[config.mk]
export PLATFORM = sky130hd
export DESIGN_NAME = fir_pkt_buffer
export DESIGN_NICKNAME = d
export VERILOG_FILES = /design/src/rtl/fir_pkg.sv /design/src/rtl/fir_pkt_ram.sv /design/src/rtl/fir_pkt_buffer.sv
export SDC_FILE = /design/constraint.sdc
export NUM_CORES = 1
export LEC_CHECK = 0
export ABC_AREA = 1
export BUFFER_PORTS_ARGS = -buffer_cell sky130_fd_sc_hd__buf_4
export CELL_PAD_IN_SITES_DETAIL_PLACEMENT = 0
export CELL_PAD_IN_SITES_GLOBAL_PLACEMENT = 1
export CORE_ASPECT_RATIO = 0.5
export CORE_MARGIN = 2
export CORE_UTILIZATION = 23
export CTS_CLUSTER_SIZE = 14
export DETAILED_ROUTE_END_ITERATION = 7
export MAX_ROUTING_LAYER = met4
export PLACE_DENSITY_LB_ADDON = 0.1
export SLEW_MARGIN = 20
export SYNTH_ARGS = -nofsm -noshare
export SYNTH_HDL_FRONTEND = slang
export SYNTH_SLANG_ARGS = --single-unit
[constraint.sdc]
create_clock -name clk -period 5.3 [get_ports clk]
set_input_delay 0.53 -clock clk [delete_from_list [all_inputs] [get_ports clk]]
set_output_delay 0.53 -clock clk [all_outputs]
set_load 0.01 [all_outputs]
[src/rtl/fir_pkg.sv]
// Shared types and constants for the FIR packet buffer slice.
package fir_pkg;

  localparam int unsigned HDR_WORDS       = 3;
  localparam int unsigned TRL_WORDS       = 1;
  localparam int unsigned MIN_PKT_DEFAULT = HDR_WORDS + TRL_WORDS;
  localparam int unsigned CNT_WIDTH       = 16;

  typedef enum logic [1:0] {
    WR_IDLE,
    WR_PKT,
    WR_DROP
  } wr_state_t;

  // Saturating add of a small increment onto a statistics counter.
  function automatic logic [CNT_WIDTH-1:0] sat_add(input logic [CNT_WIDTH-1:0] a,
                                                   input logic [1:0]           inc);
    logic [CNT_WIDTH:0] s;
    s = {1'b0, a} + {{(CNT_WIDTH - 1){1'b0}}, inc};
    return s[CNT_WIDTH] ? {CNT_WIDTH{1'b1}} : s[CNT_WIDTH-1:0];
  endfunction

endpackage

[src/rtl/fir_pkt_ram.sv]
// Simple dual-port RAM: one write port, one registered read port that holds when not enabled.
module fir_pkt_ram #(
  parameter int unsigned WIDTH      = 18,
  parameter int unsigned ADDR_WIDTH = 6
) (
  input  logic                  clk,
  input  logic                  we,
  input  logic [ADDR_WIDTH-1:0] waddr,
  input  logic [WIDTH-1:0]      wdata,
  input  logic                  re,
  input  logic [ADDR_WIDTH-1:0] raddr,
  output logic [WIDTH-1:0]      rdata
);

  logic [WIDTH-1:0] mem [2**ADDR_WIDTH];

  always_ff @(posedge clk) begin
    if (we) mem[waddr] <= wdata;
    if (re) rdata <= mem[raddr];
  end

endmodule

[src/rtl/fir_pkt_buffer.sv]
// Store-and-forward packet buffer: absorbs an unthrottled Avalon-ST stream and
// releases only complete, well-framed packets to a backpressured source.
module fir_pkt_buffer
  import fir_pkg::*;
#(
  parameter int unsigned DATA_WIDTH    = 16,
  parameter int unsigned ADDR_WIDTH    = 6,
  parameter int unsigned MIN_PKT_WORDS = MIN_PKT_DEFAULT
) (
  input  logic                  clk,
  input  logic                  reset,
  output logic                  in_ready,
  input  logic                  in_valid,
  input  logic                  in_sop,
  input  logic                  in_eop,
  input  logic [DATA_WIDTH-1:0] in_data,
  input  logic                  out_ready,
  output logic                  out_valid,
  output logic                  out_sop,
  output logic                  out_eop,
  output logic [DATA_WIDTH-1:0] out_data,
  output logic [CNT_WIDTH-1:0]  drop_count,
  output logic [CNT_WIDTH-1:0]  pkt_count
);

  localparam int unsigned PW = ADDR_WIDTH + 1;
  localparam int unsigned EW = DATA_WIDTH + 2;
  localparam int unsigned LW = ADDR_WIDTH + 2;
  localparam logic [PW-1:0] DEPTH = {1'b1, {ADDR_WIDTH{1'b0}}};

  wr_state_t state_q, state_d;
  logic [PW-1:0] wr_ptr_q, wr_ptr_d;
  logic [PW-1:0] wr_commit_q, wr_commit_d;
  logic [PW-1:0] rd_ptr_q, rd_ptr_d;
  logic [LW-1:0] len_q, len_d;
  logic [1:0]    drop_inc;

  logic                  ram_we;
  logic [ADDR_WIDTH-1:0] ram_waddr;
  logic [EW-1:0]         ram_wdata;
  logic                  ram_re;
  logic [EW-1:0]         ram_rdata;
  logic                  ram_vld_q;

  logic                  out_valid_q, out_sop_q, out_eop_q;
  logic [DATA_WIDTH-1:0] out_data_q;
  logic                  in_ready_q;
  logic [CNT_WIDTH-1:0]  drop_count_q, pkt_count_q;

  logic full, start_full, can_fetch, advance;

  // The packet start is always wr_commit, so rewinding to it can never pass the commit point.
  assign full       = (wr_ptr_q - rd_ptr_q) == DEPTH;
  assign start_full = (wr_commit_q - rd_ptr_q) == DEPTH;
  assign ram_wdata  = {in_sop, in_eop, in_data};

  always_comb begin
    state_d     = state_q;
    wr_ptr_d    = wr_ptr_q;
    wr_commit_d = wr_commit_q;
    len_d       = len_q;
    drop_inc    = 2'd0;
    ram_we      = 1'b0;
    ram_waddr   = wr_ptr_q[ADDR_WIDTH-1:0];
    if (in_valid) begin
      if (in_sop) begin
        if (state_q == WR_PKT) drop_inc = 2'd1;
        wr_ptr_d  = wr_commit_q;
        ram_waddr = wr_commit_q[ADDR_WIDTH-1:0];
        if (start_full) begin
          drop_inc = drop_inc + 2'd1;
          state_d  = in_eop ? WR_IDLE : WR_DROP;
        end else if (in_eop && (MIN_PKT_WORDS > 1)) begin
          drop_inc = drop_inc + 2'd1;
          state_d  = WR_IDLE;
        end else if (in_eop) begin
          ram_we      = 1'b1;
          wr_ptr_d    = wr_commit_q + PW'(1);
          wr_commit_d = wr_commit_q + PW'(1);
          state_d     = WR_IDLE;
        end else begin
          ram_we   = 1'b1;
          wr_ptr_d = wr_commit_q + PW'(1);
          len_d    = LW'(1);
          state_d  = WR_PKT;
        end
      end else begin
        unique case (state_q)
          WR_PKT: begin
            if (full) begin
              wr_ptr_d = wr_commit_q;
              drop_inc = 2'd1;
              state_d  = in_eop ? WR_IDLE : WR_DROP;
            end else if (in_eop) begin
              if (len_q + LW'(1) >= LW'(MIN_PKT_WORDS)) begin
                ram_we      = 1'b1;
                wr_ptr_d    = wr_ptr_q + PW'(1);
                wr_commit_d = wr_ptr_q + PW'(1);
              end else begin
                wr_ptr_d = wr_commit_q;
                drop_inc = 2'd1;
              end
              state_d = WR_IDLE;
            end else begin
              ram_we   = 1'b1;
              wr_ptr_d = wr_ptr_q + PW'(1);
              len_d    = len_q + LW'(1);
            end
          end
          WR_DROP: if (in_eop) state_d = WR_IDLE;
          default: ;
        endcase
      end
    end
  end

  // Two-stage show-ahead: RAM output register feeds the output register.
  assign can_fetch = rd_ptr_q != wr_commit_q;
  assign advance   = ram_vld_q && (!out_valid_q || out_ready);
  assign ram_re    = can_fetch && (!ram_vld_q || advance);
  assign rd_ptr_d  = rd_ptr_q + PW'(ram_re);

  fir_pkt_ram #(
    .WIDTH      (EW),
    .ADDR_WIDTH (ADDR_WIDTH)
  ) u_ram (
    .clk   (clk),
    .we    (ram_we),
    .waddr (ram_waddr),
    .wdata (ram_wdata),
    .re    (ram_re),
    .raddr (rd_ptr_q[ADDR_WIDTH-1:0]),
    .rdata (ram_rdata)
  );

  always_ff @(posedge clk or posedge reset) begin
    if (reset) begin
      state_q      <= WR_IDLE;
      wr_ptr_q     <= '0;
      wr_commit_q  <= '0;
      rd_ptr_q     <= '0;
      len_q        <= '0;
      ram_vld_q    <= 1'b0;
      out_valid_q  <= 1'b0;
      out_sop_q    <= 1'b0;
      out_eop_q    <= 1'b0;
      out_data_q   <= '0;
      in_ready_q   <= 1'b0;
      drop_count_q <= '0;
      pkt_count_q  <= '0;
    end else begin
      state_q      <= state_d;
      wr_ptr_q     <= wr_ptr_d;
      wr_commit_q  <= wr_commit_d;
      rd_ptr_q     <= rd_ptr_d;
      len_q        <= len_d;
      in_ready_q   <= (wr_ptr_d - rd_ptr_d) != DEPTH;
      drop_count_q <= sat_add(drop_count_q, drop_inc);
      if (ram_re) begin
        ram_vld_q <= 1'b1;
      end else if (advance) begin
        ram_vld_q <= 1'b0;
      end
      if (advance) begin
        out_valid_q <= 1'b1;
        out_sop_q   <= ram_rdata[EW-1];
        out_eop_q   <= ram_rdata[EW-2];
        out_data_q  <= ram_rdata[DATA_WIDTH-1:0];
      end else if (out_ready) begin
        out_valid_q <= 1'b0;
      end
      if (out_valid_q && out_ready && out_eop_q) begin
        pkt_count_q <= sat_add(pkt_count_q, 2'd1);
      end
    end
  end

  assign in_ready   = in_ready_q;
  assign out_valid  = out_valid_q;
  assign out_sop    = out_sop_q;
  assign out_eop    = out_eop_q;
  assign out_data   = out_data_q;
  assign drop_count = drop_count_q;
  assign pkt_count  = pkt_count_q;

endmodule

==> out/metrics.csv, run 1 <==
stage,metric,value,unit
setup_path,CP Capture Type,flop,
power_and_ir_drop,switching share of power,39.2,%
synthesis,ys flop type,edfxtp_1,
setup_path,data required time at the worst endpoint,5960,ps
floorplanning,Die X,668,um
power_and_ir_drop,combinational power share,35.1,%
synthesis,dominant cells by area after synthesis,"edfxtp_1 69%, o21ai_0 6.1%, nor2_1 5.1%",
synthesis,most common cell in the netlist,edfxtp_1,
min_path,Worst Hold Class,primary input to flop,
drt,DR vias,32900,
job,Max Cap Viol,0,
grt,total congestion overflow,0,
setup_path,Crit path max-delay family,simple AND/OR/NAND/NOR gates,
cts,H-tree levels,4,
cts,clock latency on the worst-skew pair,800,ps
setup_path,Critical Path Fanout Max,34,
drt,DRT Wirelength,181000,um
timing,setup violators final,0,
setup_path,CP peak stage delay,520,ps
setup_path,critical setup path kind,flop to flop,
synthesis,number of synthesized flops with an enable pin,1170,
cts,clock root buffer,clkbuf_16,
timing,Max Slew Vio Count,0,
drt,DRC errors left,0,
final_layout,fill cell count,22400,
grt,vias in the first global route,32600,
floorplanning,FP Rows,121,
timing,fin crit share,82.1,%
timing,Setup Skew,68.2,ps
setup_path,Critical R2R Launch,rd_ptr_q[1],
power_and_ir_drop,worst vdd ir,0.321,mV
cts,Clock Sinks,1254,
placed_design,port buffer count,73,
floorplanning,Die Y,336,um
setup_path,Critical-path top delay cell,dfrtp_4,
cts,Max Root-Sink Buffers,4,
timing,post-layout minimum cycle time,4350,ps
synthesis,Yosys reg bits,1254,
power_and_ir_drop,pwr dens,546,nW/um2
placed_design,HPWL after DPL,99700,um
setup_path,cells along the critical path,inv_8 > ha_1 > nand2_1 > nand2_1 > nand2_1 > nand3b_1 > nor2_1 > nand3_1 > nor2_4 > nor2_1 > o31ai_1 > ha_1 > inv_1 > fa_1 > nor2_1 > nand4_1 > nor2_1 > nand2_1 > nor3_1 > a21oi_1 > o21ai_0,
drt,ANT nets after route,0,
cts,Num CTS Buffers,141,
timing,Fmax,230,MHz
timing,minimum hold slack,93.2,ps
cts,Resized cells post-CTS,0,
setup_path,crit path buf inv count,2,
drt,vias per cell,4.62,
synthesis,"area leader, netlist",edfxtp_1,
synthesis,Synth Instances,3989,
timing,Slew HR,33.9,%
cts,setup bufs post-CTS,0,
drt,1st-pass router iterations,5,
synthesis,Yosys top cell area share,69.2,%
synthesis,register area share after synthesis,73.4,%
final_layout,area added between synthesis and finish,17.4,%
drt,Iteration-0 DRC Markers,3059,
synthesis,Synth top cells by count,"1170 x edfxtp_1, 685 x nor2_1, 615 x o21ai_0, 338 x nand2_1, 219 x clkbuf_1",
synthesis,yosys warns,0,
min_path,min-delay src,in_data[15],
grt,initial antenna violation count,11,
drt,wire per inst,25.5,um
status,outcome,completed,
final_layout,nets,4129,
setup_path,CP Launch Point,rd_ptr_q[1],
placed_design,RD Place Congestion,0.754,
floorplanning,core footprint,218000,um2
synthesis,Synth cell types,47,
cts,CTS tree,done,
grt,gr usage total,16.4,%
power_and_ir_drop,Int Power,19800,uW
setup_path,"Arr. time, crit path",5020,ps
timing,actual slew at the worst max-slew pin,992,ps
cts,cts hold-fix bufs,1,
floorplanning,Ports,74,
timing,unrepaired setup endpoints after global routing,false,
synthesis,Avg Inst Size Synth,12.7,um2
timing,Final Hold Viols,0,
setup_path,crit path launch type,flop,
power_and_ir_drop,NetSw,12800,uW
synthesis,syn_nets,4039,
power_and_ir_drop,Seq pwr share,35.8,%
final_layout,ratio of cells with drive above 1 in the final layout,12.1,%
grt,first-pass GRT wire length,255000,um
placed_design,DP Cell Count,6887,
floorplanning,Starting Density,23.2,%
final_layout,"non-filler cells, final",7130,
floorplanning,DIE AREA,225000,um2
timing,Fin Setup TNS,0,ps
power_and_ir_drop,leakage,0.0192,uW
synthesis,Syn Std Cell Area,50800,um2
cts,clk slew on worst S/H paths,70,ps
grt,largest net degree at the start of global routing,162,
power_and_ir_drop,clock share of power,29.1,%
synthesis,"FFs w/ async S/R, synth",6.70,%
-- per-stage QoR --
step / util (%) / area, um2 / setup slack (ps) / total power [uW]
CTS: 27.3 / 59600 / 898 / 33100
detailed placement: 25.3 / 55300 / 913 / 23500
floorplan: - / 50800 / 1260 / 18300
global placement: 25.3 / 55300 / 817 / 23600
finish: 27.3 / 59600 / 947 / 32500
global route: 27.3 / 59600 / 467 / 34400
-- cells in the final DEF, fill, tap and decap left out, types with 7 or more instances in the layout --
cell type	count
a21oi_1	35
clkbuf_1	41
o211ai_1	40
nor3_1	14
buf_12	12
or2_2	7
o21ai_0	615
o221ai_1	108
inv_1	111
buf_4	183
mux2_2	18
nor2_2	67
bufinv_16	8
xor2_1	22
diode_2	7
nand4_1	70
nor2_1	620
clkinv_2	14
nand3_1	138
clkinv_1	24
edfxtp_1	1170
ha_1	27
clkbuf_16	145
nand4_4	8
dfrtp_1	80
o22ai_1	180
nand2_1	337
-- flip-flops by register name, summed over array words and instances (netlist names) --
| name | flops |
|---|---|
| pkt_count | 16 |
| u_ram.mem | 1152 |
| state_q | 2 |
| wr_commit_q | 7 |
| out_valid | 1 |
| len_q | 8 |
| out_sop | 1 |
| rd_ptr_q | 7 |
| wr_ptr_q | 7 |
| out_eop | 1 |
| out_data | 16 |
| in_ready | 1 |
| u_ram.rdata | 18 |
| drop_count | 16 |
| ram_vld_q | 1 |
-- final cells by class --
type	instances	area, um2	area share (%)
Multi-Input combinational cell	2362	12300	20.6
Tap cell	2952	3690	6.20
Clock buffer	189	3820	6.42
Inverter	124	492	0.825
Antenna cell	7	17.5	0.0294
Sequential cell	1254	37200	62.5
Clock inverter	46	414	0.695
Timing Repair Buffer	196	1620	2.73
-- path summary, 6_finish.rpt --
path,endpoint,slack (ps),cells after the start
worst max-delay path,drop_count[13],950,21
min in group asynchronous,drop_count[15],460,3
max in group asynchronous,wr_commit_q[2],3750,4
worst min-delay path,u_ram.mem[14][15],90,1
worst max register to register,drop_count[13],950,21
worst min register to register,out_data[15],480,1
-- layer usage --
| layer | track usage, % | vias up | wire length (um) |
|---|---|---|---|
| li1 | - | 15000 | - |
| met3 | 2.36 | 220 | 7830 |
| met5 | - | - | 0 |
| met4 | 3.75 | 0 | 4010 |
| met1 | 23.0 | 17000 | 88900 |
| met2 | 24.8 | 709 | 80800 |
-- kinds of logic after synthesis --
kind of cell | after synthesis | share of synthesized area, %
AND/OR/NAND/NOR | 1287 | 10.8
buffers and inverters | 373 | 2.82
AO/OA/AOI/OAI | 1002 | 11.5
XOR/XNOR | 27 | 0.466
flip-flops | 1254 | 73.4
adder cells (fa/ha/maj) | 28 | 0.705
multiplexers | 18 | 0.399
-- power by group through the flow --
stage	Clock (uW)	Combinational, uW	Sequential, uW
2_1_floorplan	0	6580	11700
3_3_place_gp	0	11700	11900
3_5_place_dp	0	11600	11900
4_1_cts	9780	11700	11700
5_1_grt	10100	12600	11700
6_report	9470	11400	11600
Power figures use the tool's default switching activity.
==> run 2, diff against run 1 <==
--- a/config.mk
+++ b/config.mk
@@ -5,7 +5,7 @@
 export SDC_FILE = /design/constraint.sdc
 export NUM_CORES = 1
 export LEC_CHECK = 0
-export ABC_AREA = 1
+export ABC_AREA = 0
 export BUFFER_PORTS_ARGS = -buffer_cell sky130_fd_sc_hd__buf_4
 export CELL_PAD_IN_SITES_DETAIL_PLACEMENT = 0
 export CELL_PAD_IN_SITES_GLOBAL_PLACEMENT = 1
==> constraint.sdc (replaced) <==
create_clock -name clk -period 3.75 [get_ports clk]
set_input_delay 0.375 -clock clk [delete_from_list [all_inputs] [get_ports clk]]
set_output_delay 0.375 -clock clk [all_outputs]
set_load 0.01 [all_outputs]
==> run 2 against run 1 <==
  * The flow now finishes with violations (setup timing)
  * Cell area grew 2.1%
  * Wire length decreased by 15%
  * Total power up 36%
  * Area after synthesis fell by 2.4%
  * Largest cell class unchanged
  * Highest routed layer unchanged
==> out/metrics.csv, run 2 <==
stage,metric,value,unit,change
placed_design,worst slack at placement,-919,ps,-1830 ps
cts,H-tree levels,4,,unchanged
final_layout,ratio of cells with drive above 1 in the final layout,38.4,%,+26 points
timing,Fmax,224,MHz,-2.3%
final_layout,multi-input logic area,12300,um2,+0.31%
power_and_ir_drop,pwr dens,725,nW/um2,+33%
floorplanning,Ports,74,,unchanged
placed_design,HPWL after DPL,88900,um,-11%
final_layout,fin util,28.4,%,+1.2 points
timing,fin crit share,119,%,+37 points
drt,ANT nets after route,0,,unchanged
synthesis,Yosys top cell area share,70.9,%,+1.7 points
synthesis,"FFs w/ async S/R, synth",6.70,%,unchanged
job,Max Cap Viol,0,,unchanged
synthesis,Yosys reg bits,1254,,unchanged
final_layout,Biggest register,u_ram.mem,,
status,outcome,"complete, but fails checks",,
cts,clk slew on worst S/H paths,60,ps,about the same
final_layout,Largest regs,"u_ram.mem (1152), u_ram.rdata (18)",,
grt,vias in the first global route,25800,,-21%
timing,Slew HR,26.8,%,-7.1 points
timing,unrepaired setup endpoints after global routing,true,,
timing,post-layout minimum cycle time,4450,ps,+102 ps
final_layout,"commonest non-fill, non-tap cell in the layout",edfxtp_1,,
setup_path,Crit path max-delay family,simple AND/OR/NAND/NOR gates,,
timing,setup violators final,26,,+26
synthesis,syn_nets,2332,,-42%
drt,1st-pass router iterations,5,,unchanged
setup_path,critical setup path kind,flop to flop,,
final_layout,register area,37200,um2,about the same
synthesis,Synth top cells by count,"1170 x edfxtp_1, 378 x mux4_2, 106 x nor2_1, 84 x dfrtp_1, 79 x nand2_1",,
setup_path,Critical-path top delay cell,or4_4,,
placed_design,RD Place Congestion,0.736,,-2.4%
synthesis,ys flop type,edfxtp_1,,
grt,largest net degree at the start of global routing,101,,-38%
setup_path,cells along the critical path,inv_4 > buf_12 > ha_4 > nand2b_4 > a21oi_4 > and3_1 > or4_4 > buf_4 > nor2_4 > o21ai_1 > a32o_2 > a21oi_4 > ha_4 > nor2b_1 > o21ai_2 > nand2_1 > or4_4 > a21oi_2 > inv_2 > or4_4 > a21oi_2 > nor2_1,,
cts,CTS tree,done,,
setup_path,data required time at the worst endpoint,4370,ps,-1590 ps
drt,DR vias,24500,,-26%
setup_path,crit path launch type,flop,,
power_and_ir_drop,worst vdd ir,0.434,mV,+35%
cts,Clock Sinks,1254,,unchanged
synthesis,dominant cells by area after synthesis,"edfxtp_1 71%, mux4_2 17%, dfrtp_1 4.2%",,
synthesis,number of synthesized flops with an enable pin,1170,,unchanged
setup_path,crit path buf inv count,4,,+2
timing,worst setup margin,-704,ps,-1650 ps
setup_path,Critical Path Fanout Max,3,,-91%
grt,first-pass GRT wire length,214000,um,-16%
setup_path,CP Capture Type,flop,,
cts,clock latency on the worst-skew pair,790,ps,about the same
floorplanning,core footprint,214000,um2,-2.1%
setup_path,most frequent CP cell,or4_4,,
drt,DRC errors left,0,,unchanged
final_layout,Largest register FFs,1152,,unchanged
synthesis,Synth cell types,69,,+47%
floorplanning,Starting Density,23.1,%,-0.083 points
power_and_ir_drop,total power,44100,uW,+36%
placed_design,port buffer count,73,,unchanged
timing,Final Hold Viols,0,,unchanged
synthesis,register area share after synthesis,75.2,%,+1.8 points
final_layout,most frequent cells in the layout,"1170 x edfxtp_1, 378 x mux4_2, 219 x buf_4",,
final_layout,fill cell count,21100,,-6.0%
grt,gr usage total,14.4,%,-1.9 points
synthesis,Syn Std Cell Area,49500,um2,-2.4%
final_layout,"non-filler cells, final",5597,,-22%
synthesis,Synth Instances,2282,,-43%
cts,clock root buffer,clkbuf_16,,
floorplanning,FP Rows,120,,-0.83%
setup_path,CP peak stage delay,550,ps,+30 ps
synthesis,"area leader, netlist",edfxtp_1,,
drt,wire per inst,27.6,um,+8.5%
drt,vias per cell,4.37,,-5.4%
grt,total congestion overflow,0,,unchanged
synthesis,Avg Inst Size Synth,21.7,um2,+71%
synthesis,yosys warns,0,,unchanged
timing,actual slew at the worst max-slew pin,1100,ps,+106 ps
final_layout,area added between synthesis and finish,22.8,%,
floorplanning,DIE AREA,219000,um2,-2.4%
drt,DRT Wirelength,155000,um,-15%
floorplanning,Die Y,332,um,-1.2%
setup_path,"Arr. time, crit path",5080,ps,+60 ps
timing,Max Slew Vio Count,0,,unchanged
timing,Fin Setup TNS,-10020,ps,-10020 ps
status,violated checks,setup timing,,
cts,Max Root-Sink Buffers,4,,unchanged
grt,initial antenna violation count,15,,+4
timing,Setup Skew,76.3,ps,+8.06 ps
placed_design,DP Cell Count,5335,,-23%
floorplanning,Die X,660,um,-1.2%
power_and_ir_drop,leakage,0.0193,uW,+0.68%
final_layout,nets,2684,,-35%
synthesis,most common cell in the netlist,edfxtp_1,,
drt,Iteration-0 DRC Markers,2239,,-27%
min_path,Worst Hold Class,primary input to flop,,
cts,Num CTS Buffers,141,,unchanged
-- run 2: cell types whose count changed after synthesis, sizes merged, moves of 107 or more --
| cell | previous run | this run |
|---|---|---|
| clkbuf | 219 | 63 |
| o221ai | 108 | 1 |
| o22ai | 180 | 2 |
| nor2 | 690 | 106 |
| nand3 | 142 | 28 |
| o21ai | 618 | 29 |
| nand2 | 345 | 87 |
| mux4 | 0 | 378 |
-- run 2: cell type report --
class,count,area share [%]
antenna,6,0.0247
clock buffer,168,6.12
tap,2867,5.90
sequential,1254,61.2
multi-input combinational,892,20.2
inverter,33,0.224
timing repair buffer,312,5.59
clock inverter,65,0.707
-- run 2: what timing repair did --
| item | 4_1_cts | 5_1_grt |
|---|---|---|
| hold buffers | 2 | 0 |
| resized for setup | 63 | 23 |
| pin swaps | 27 | 19 |
| setup endpoints to repair | 80 | 108 |
| setup buffers | 14 | 4 |
| endpoints found under the hold margin | 49 | 0 |
| cloned | 3 | 0 |
-- run 2: stage by stage --
step	instance area (um2)	hold WS (ps)
finish	60800	168
global route	60800	152
CTS	60700	118
detailed placement	56100	466
global placement	56100	457
floorplan	49700	455
-- run 2: cells by family after synthesis --
family / after synthesis / share of synthesized area [%]
compound gates: 108 / 1.42
mux: 412 / 17.9
fa+ha+maj: 28 / 0.723
buf+inv: 136 / 1.11
simple gates: 307 / 2.97
flops: 1254 / 75.2
xor+xnor: 37 / 0.654
-- run 2: routing by layer --
metal / up-vias / GRT usage (%) / part of all wire, %
met5: - / - / 0
li1: 10200 / - / -
met2: 540 / 22.0 / 46
met3: 189 / 2.45 / 4.6
met4: 0 / 2.92 / 1.7
met1: 13500 / 20.3 / 48
-- run 2: final timing paths --
kind / from / end / slack [ps] / depth (start not counted)
hold / removal: in_valid / wr_ptr_q[5] / 170 / 3
min in group asynchronous: reset / drop_count[7] / 360 / 3
hold reg to reg: u_ram.rdata[16] / out_eop / 480 / 1
setup / recovery: rd_ptr_q[1] / in_ready / -700 / 22
setup reg to reg: rd_ptr_q[1] / in_ready / -700 / 22
max in group asynchronous: reset / len_q[5] / 2510 / 4
-- run 2: worst reg2reg max path, stage by stage, from the launching register on --
cell	delay, ps
dfrtp_4	480
inv_4	70
buf_12	90
ha_4	210
nand2b_4	80
a21oi_4	60
and3_1	140
or4_4	550
buf_4	160
nor2_4	110
o21ai_1	70
a32o_2	300
a21oi_4	200
ha_4	230
nor2b_1	130
o21ai_2	150
nand2_1	80
or4_4	420
a21oi_2	170
inv_2	60
or4_4	410
a21oi_2	120
nor2_1	50
-- run 2: report_power, final --
group          internal [uW]  leakage, uW  switching [uW]
Sequential             16000       0.0115             345
Combinational           6680      0.00575            8190
Clock                   7380      0.00205            5570
